==> src/rtl/prefix_addsub16_pipe_pkg.sv <==
// Shared constants, stage payload types and the prefix carry operator
// for the pipelined 16-bit add/subtract unit.
package prefix_addsub16_pipe_pkg;

    localparam int   ADD_W  = 16;
    localparam logic OP_ADD = 1'b0;
    localparam logic OP_SUB = 1'b1;

    // Stage-1 payload: level-2 group (g,p), raw propagate bits and op (op doubles as cin).
    typedef struct packed {
        logic [ADD_W-1:0] g;
        logic [ADD_W-1:0] p;
        logic [ADD_W-1:0] pb;
        logic             op;
    } s1_t;

    typedef struct packed {
        logic [ADD_W-1:0] s;
        logic             c;
        logic             z;
        logic             v;
    } s2_t;

    // Prefix node: {gp, pp} = {g1 | p1&g0, p1&p0}.
    function automatic logic [1:0] carry_op(input logic g1, input logic p1,
                                            input logic g0, input logic p0);
        return {g1 | (p1 & g0), p1 & p0};
    endfunction

endpackage

==> src/rtl/prefix_addsub16_pipe_stage.sv <==
// Valid/ready register slice: captures data_i whenever a beat is accepted
// and holds it until the downstream side takes it.
module prefix_addsub16_pipe_stage #(
    parameter int W = 1
) (
    input  logic         clk_i,
    input  logic         rst_ni,
    input  logic         in_valid_i,
    output logic         in_ready_o,
    output logic         out_valid_o,
    input  logic         out_ready_i,
    input  logic [W-1:0] data_i,
    output logic [W-1:0] data_o
);

    logic         valid_q, valid_d;
    logic [W-1:0] data_q, data_d;
    logic         load;

    assign in_ready_o = ~valid_q | out_ready_i;
    assign load       = in_valid_i & in_ready_o;

    always_comb begin
        valid_d = load | (valid_q & ~out_ready_i);
        data_d  = load ? data_i : data_q;
    end

    always_ff @(posedge clk_i or negedge rst_ni) begin
        if (!rst_ni) begin
            valid_q <= 1'b0;
            data_q  <= '0;
        end else begin
            valid_q <= valid_d;
            data_q  <= data_d;
        end
    end

    assign out_valid_o = valid_q;
    assign data_o      = data_q;

endmodule

==> src/rtl/prefix_addsub16_pipe.sv <==
// Two-stage 16-bit add/subtract on a Han-Carlson style prefix network:
// levels 1-2 before the stage-1 register, levels 3-5 and sum/flags after it.
module prefix_addsub16_pipe
    import prefix_addsub16_pipe_pkg::*;
#(
    parameter int WIDTH = ADD_W
) (
    input  logic             clk,
    input  logic             rst_n,
    input  logic             in_valid,
    output logic             in_ready,
    input  logic [WIDTH-1:0] x1,
    input  logic [WIDTH-1:0] x2,
    input  logic             op,
    output logic             out_valid,
    input  logic             out_ready,
    output logic [WIDTH-1:0] s,
    output logic             cflag,
    output logic             zflag,
    output logic             vflag
);

    s1_t  s1_d, s1_q;
    s2_t  s2_d, s2_q;
    logic s1_valid, s2_ready;

    logic [ADD_W-1:0] be, pb, gb, g0;
    logic [ADD_W-1:0] gl1, pl1, gl2, pl2;
    logic [ADD_W-1:0] gl3, pl3, gl4, pl4, gl5;
    logic [ADD_W-1:0] sum;

    // Stage 0 -> 1: operand inversion, cin folded into bit 0, odd-position levels 1-2.
    always_comb begin
        be    = x2 ^ {ADD_W{op}};
        pb    = x1 ^ be;
        gb    = x1 & be;
        g0    = gb;
        g0[0] = gb[0] | (pb[0] & op);
        gl1   = g0;
        pl1   = pb;
        for (int i = 1; i < ADD_W; i += 2)
            {gl1[i], pl1[i]} = carry_op(g0[i], pb[i], g0[i-1], pb[i-1]);
        gl2 = gl1;
        pl2 = pl1;
        for (int i = 3; i < ADD_W; i += 2)
            {gl2[i], pl2[i]} = carry_op(gl1[i], pl1[i], gl1[i-2], pl1[i-2]);
        s1_d.g  = gl2;
        s1_d.p  = pl2;
        s1_d.pb = pb;
        s1_d.op = op;
    end

    prefix_addsub16_pipe_stage #(.W($bits(s1_t))) u_stage1 (
        .clk_i       (clk),
        .rst_ni      (rst_n),
        .in_valid_i  (in_valid),
        .in_ready_o  (in_ready),
        .out_valid_o (s1_valid),
        .out_ready_i (s2_ready),
        .data_i      (s1_d),
        .data_o      (s1_q)
    );

    // Stage 1 -> 2: odd levels 3-4, even fix-up level 5, sum XORs and flags.
    always_comb begin
        gl3 = s1_q.g;
        pl3 = s1_q.p;
        for (int i = 5; i < ADD_W; i += 2)
            {gl3[i], pl3[i]} = carry_op(s1_q.g[i], s1_q.p[i], s1_q.g[i-4], s1_q.p[i-4]);
        gl4 = gl3;
        pl4 = pl3;
        for (int i = 9; i < ADD_W; i += 2)
            {gl4[i], pl4[i]} = carry_op(gl3[i], pl3[i], gl3[i-8], pl3[i-8]);
        gl5 = gl4;
        for (int i = 2; i < ADD_W; i += 2)
            gl5[i] = carry_op(gl4[i], pl4[i], gl4[i-1], pl4[i-1])[1];
        sum    = '0;
        sum[0] = s1_q.pb[0] ^ s1_q.op;
        for (int i = 1; i < ADD_W; i++)
            sum[i] = s1_q.pb[i] ^ gl5[i-1];
        s2_d.s = sum;
        s2_d.c = gl4[ADD_W-1] ^ s1_q.op;
        s2_d.z = ~|sum;
        s2_d.v = gl5[ADD_W-2] ^ gl4[ADD_W-1];
    end

    prefix_addsub16_pipe_stage #(.W($bits(s2_t))) u_stage2 (
        .clk_i       (clk),
        .rst_ni      (rst_n),
        .in_valid_i  (s1_valid),
        .in_ready_o  (s2_ready),
        .out_valid_o (out_valid),
        .out_ready_i (out_ready),
        .data_i      (s2_d),
        .data_o      (s2_q)
    );

    assign s     = s2_q.s;
    assign cflag = s2_q.c;
    assign zflag = s2_q.z;
    assign vflag = s2_q.v;

endmodule
==> config.mk <==
export PLATFORM = sky130hd
export DESIGN_NAME = prefix_addsub16_pipe
export DESIGN_NICKNAME = d
export VERILOG_FILES = /design/src/rtl/prefix_addsub16_pipe_pkg.sv /design/src/rtl/prefix_addsub16_pipe_stage.sv /design/src/rtl/prefix_addsub16_pipe.sv
export SDC_FILE = /design/constraint.sdc
export NUM_CORES = 1
export LEC_CHECK = 0
export ABC_AREA = 1
export BUFFER_PORTS_ARGS = -buffer_cell sky130_fd_sc_hd__buf_2
export CAP_MARGIN = 20
export CELL_PAD_IN_SITES_DETAIL_PLACEMENT = 0
export CELL_PAD_IN_SITES_GLOBAL_PLACEMENT = 1
export CORE_MARGIN = 2
export CORE_UTILIZATION = 37
export DETAILED_ROUTE_END_ITERATION = 10
export GPL_ROUTABILITY_DRIVEN = 0
export GPL_TIMING_DRIVEN = 0
export MAX_ROUTING_LAYER = met4
export PLACE_DENSITY_LB_ADDON = 0.1
export RECOVER_POWER = 25
export SYNTH_ARGS = -nofsm -noshare
export SYNTH_HDL_FRONTEND = slang
export SYNTH_SLANG_ARGS = --single-unit
==> constraint.sdc <==
create_clock -name clk -period 1.6 [get_ports clk]
set_input_delay 0.24 -clock clk [delete_from_list [all_inputs] [get_ports clk]]
set_output_delay 0.24 -clock clk [all_outputs]
set_load 0.01 [all_outputs]
==> metrics.md <==
| Metric | Value |
|---|---|
| Status | complete, but fails checks |
| Worst slew pin tran | between 0.5 and 0.6 ns |
| CORE AREA | a little over 0.008 mm^2 |
| Sequential fraction of the synthesis area | between 40% and 50% |
| WL final | approximately 7600 um |
| Part of the cycle the worst path needs | 107% |
| Pwr Total | 4.84 mW |
| Congestion Overflow GR | 0 |
| Global-route wire length before repair | around 12000 um |
| Die height | just under 100 um |
| Vias in the first global route | 2494 |
| Wire per inst | between 10 and 15 um |
| Initial core utilization | 38.3% |
| Maximum vdd drop | roughly 0.59 mV |
| Fillers | approximately 850 |
| Setup TNS | -0.113 ns |
| CTS tree | built |
| P&R area growth vs syn | 22.5% |
| Antenna-violating nets left | 0 |
| Max-cap violations | 0 |
| Largest net degree at the start of global routing | 38 |
| Initial antenna violation count | 0 |
| Final Worst Setup Slack | -0.113 ns |
| CTS clock-pin slew for the worst setup and hold paths | around 0.070 ns |
| Sequential standard cell area | approximately 0.0015 mm^2 |
| Via count of the routed design | about 2600 |
| Root Buffer | clkbuf_8 |
| Clk_lat worst skew | about 0.34 ns |
| Cells after Synth | 380 |
| Port Buffers | 56 |
| Synth top area share | a little under half |
| Critical path startpoint category | register |
| Multi-input logic area | roughly 0.0015 mm^2 |
| N_diodes | 0 |
| CP Capture Type | register |
| Core Rows | 33 |
| Power per cell area | roughly 1200 mW/mm^2 |
| Post-route minimum period | about 1.7 ns |
| Fmax achieved | roughly 600 MHz |
| Final core utilization | between 40% and 50% |
| Dpl hpwl | ~5800 um |
| Synthesized cell area | 0.00317 mm^2 |
| Crit Path Category | reg2reg |
| Final net count | roughly 500 |
| Die X | about 96 um |
| Leak | about 2.1 nW |
| Worst EP required | around 1.9 ns |
| Number of synthesized register bits | 60 |
| Yosys top cell by area | dfrtp_1 |
| CP peak stage delay | approximately 0.38 ns |
| Layout cell share with drive strength beyond 1 | between 20% and 30% |
| Final setup fails | 1 |
| Tot GR Track Use | a little under a fifth |
| CP arrival | between 1.5 and 2 ns |
| IO Pins | 58 |
| Yosys Warn Count | 0 |
| DRT iter0 DRCs | between 70 and 80 |
| Residual DRC | 0 |
| Num CTS Buffers | 9 |
| Slew headroom | 61.0% |
| Failing checks | negative setup slack |
| Fin. Hold Viols | 0 |
| Drt first pass iters | 4 |
| Via density | about 4.6 |
| Critical path peak fanout | 2 |
| Cell Chain, Critical Path | a21o_1 > a21oi_2 > inv_2 > ha_1 > inv_2 > nand3_2 > nor2_2 > nand2_1 > nor2_1 > nand3_1 > nand2_1 |
| RSZ-0062 raised after global routing | yes |
| Full die area | slightly above 0.009 mm^2 |
| Slew Limit Fails | 0 |
| WHS | 0.109 ns |
| CTS sink cnt | 60 |
| Synth Net Count | around 440 |
| Yosys cell types | 25 |
| Top cells by area, synth | dfrtp_1 47%, nand2_1 15%, ha_1 8.7% |
| H-Tree Depth | 3 |
| Mean area per synthesized cell | around 8.3 um^2 |
| Worst Hold Class | in2reg |
| Critical-path top delay cell | dfrtp_1 |
| Longest Clk Path Bufs | 2 |
| Final setup skew | ~0.011 ns |
==> layer usage <==
metal,track usage [%],wire (um),up-vias
met4,6.10,123,0
met1,22.4,3420,1195
met5,-,0,-
met2,31.1,3740,50
met3,3.96,294,12
li1,-,-,1348
==> final timing paths <==
| kind | startpoint | to | slack (ns) | cells after the start |
|---|---|---|---|---|
| worst max register to register | u_stage1.data_o[22] | u_stage2.data_o[1] | -0.11 | 11 |
| worst max-delay path | u_stage1.data_o[22] | u_stage2.data_o[1] | -0.11 | 11 |
| worst min register to register | u_stage2.data_o[7] | u_stage2.data_o[7] | 0.47 | 2 |
| min in group asynchronous | rst_n | u_stage2.data_o[12] | 0.43 | 2 |
| max in group asynchronous | rst_n | u_stage1.data_o[4] | 0.25 | 3 |
| worst min-delay path | in_valid | u_stage1.out_valid_o | 0.11 | 3 |
==> cell families after synthesis <==
kind of cell | after synthesis | synth area share [%]
simple gates | 166 | 20.4
flops | 60 | 47.4
compound gates | 57 | 10.6
buf+inv | 56 | 7.55
fa+ha+maj | 22 | 8.70
xor+xnor | 19 | 5.26
==> cells in the mapped netlist <==
| cell type | count |
|---|---|
| nand2_1 | 128 |
| dfrtp_1 | 60 |
| inv_1 | 40 |
| nor2_1 | 25 |
| ha_1 | 22 |
| o21ai_0 | 20 |
| xor2_1 | 19 |
| o21ai_1 | 13 |
| nand3_1 | 9 |
| a21oi_1 | 8 |
| buf_2 | 8 |
| o21ai_2 | 4 |
| o21bai_1 | 4 |
| o31ai_1 | 4 |
| inv_2 | 3 |
| a31oi_1 | 2 |
| buf_6 | 2 |
| clkbuf_1 | 2 |
| a21o_1 | 1 |
| a21oi_4 | 1 |
| buf_4 | 1 |
| nand2_2 | 1 |
| nand3_2 | 1 |
| nand4_1 | 1 |
| nor3_1 | 1 |
==> flip-flops by register name (all words and copies together) (netlist names) <==
signal                count
u_stage1.out_valid_o      1
u_stage1.data_o          39
u_stage2.data_o          19
u_stage2.out_valid_o      1
==> placed cells by master, fill, tap and decap left out, drive strengths merged, types with 9 or more instances in the layout <==
master and n:
nand3 10, dfrtp 60, buf 63, a21oi 9, inv 44, o21ai 37, clkbuf 21, ha 22
nor2 25, xor2 19, nand2 129
==> stage by stage <==
| stage | cell area (um^2) | std cells | worst slack [ns] |
|---|---|---|---|
| after floorplan | 3170 | 380 | 0.00424 |
| after global routing | 3880 | 563 | -0.277 |
| after detailed placement | 3600 | 542 | -0.316 |
| after global placement | 3580 | 541 | -0.303 |
| after CTS | 3840 | 562 | -0.163 |
| final | 3880 | 563 | -0.113 |
==> where the power goes <==
group	internal [mW]	leakage (nW)	total (mW)	switching [mW]
Sequential	1.84	0.749	2.01	0.177
Combinational	0.594	1.22	1.49	0.897
Clock	0.719	0.0927	1.34	0.618
==> area by class of cell <==
| type | count | area share [%] |
|---|---|---|
| inverters | 43 | 4.23 |
| clock inverters | 6 | 1.65 |
| flip-flops and latches | 60 | 38.7 |
| multi-input cells | 264 | 38.3 |
| well taps | 105 | 3.39 |
| clock buffers | 10 | 3.29 |
| repair buffers | 62 | 8.29 |
| plain buffers | 13 | 2.19 |
==> critical path, delay by kind of cell, from the launching register on <==
| kind | cells | cell delay [ns] |
|---|---|---|
| buffers and inverters | 2 | 0.15 |
| adder cells (fa/ha/maj) | 1 | 0.30 |
| AND/OR/NAND/NOR | 6 | 0.48 |
| AO/OA/AOI/OAI | 2 | 0.35 |
| flip-flops | 1 | 0.38 |
==> timing repair <==
action                                  CTS  global route
resized for setup                         9            18
endpoints found under the setup margin    4            11
hold buffers                              1             0
setup buffers                             3             1
pin swaps                                 6             7
hold endpoints to repair                 23             0
cloned                                    0             0
(Power assumes the default switching activity.)
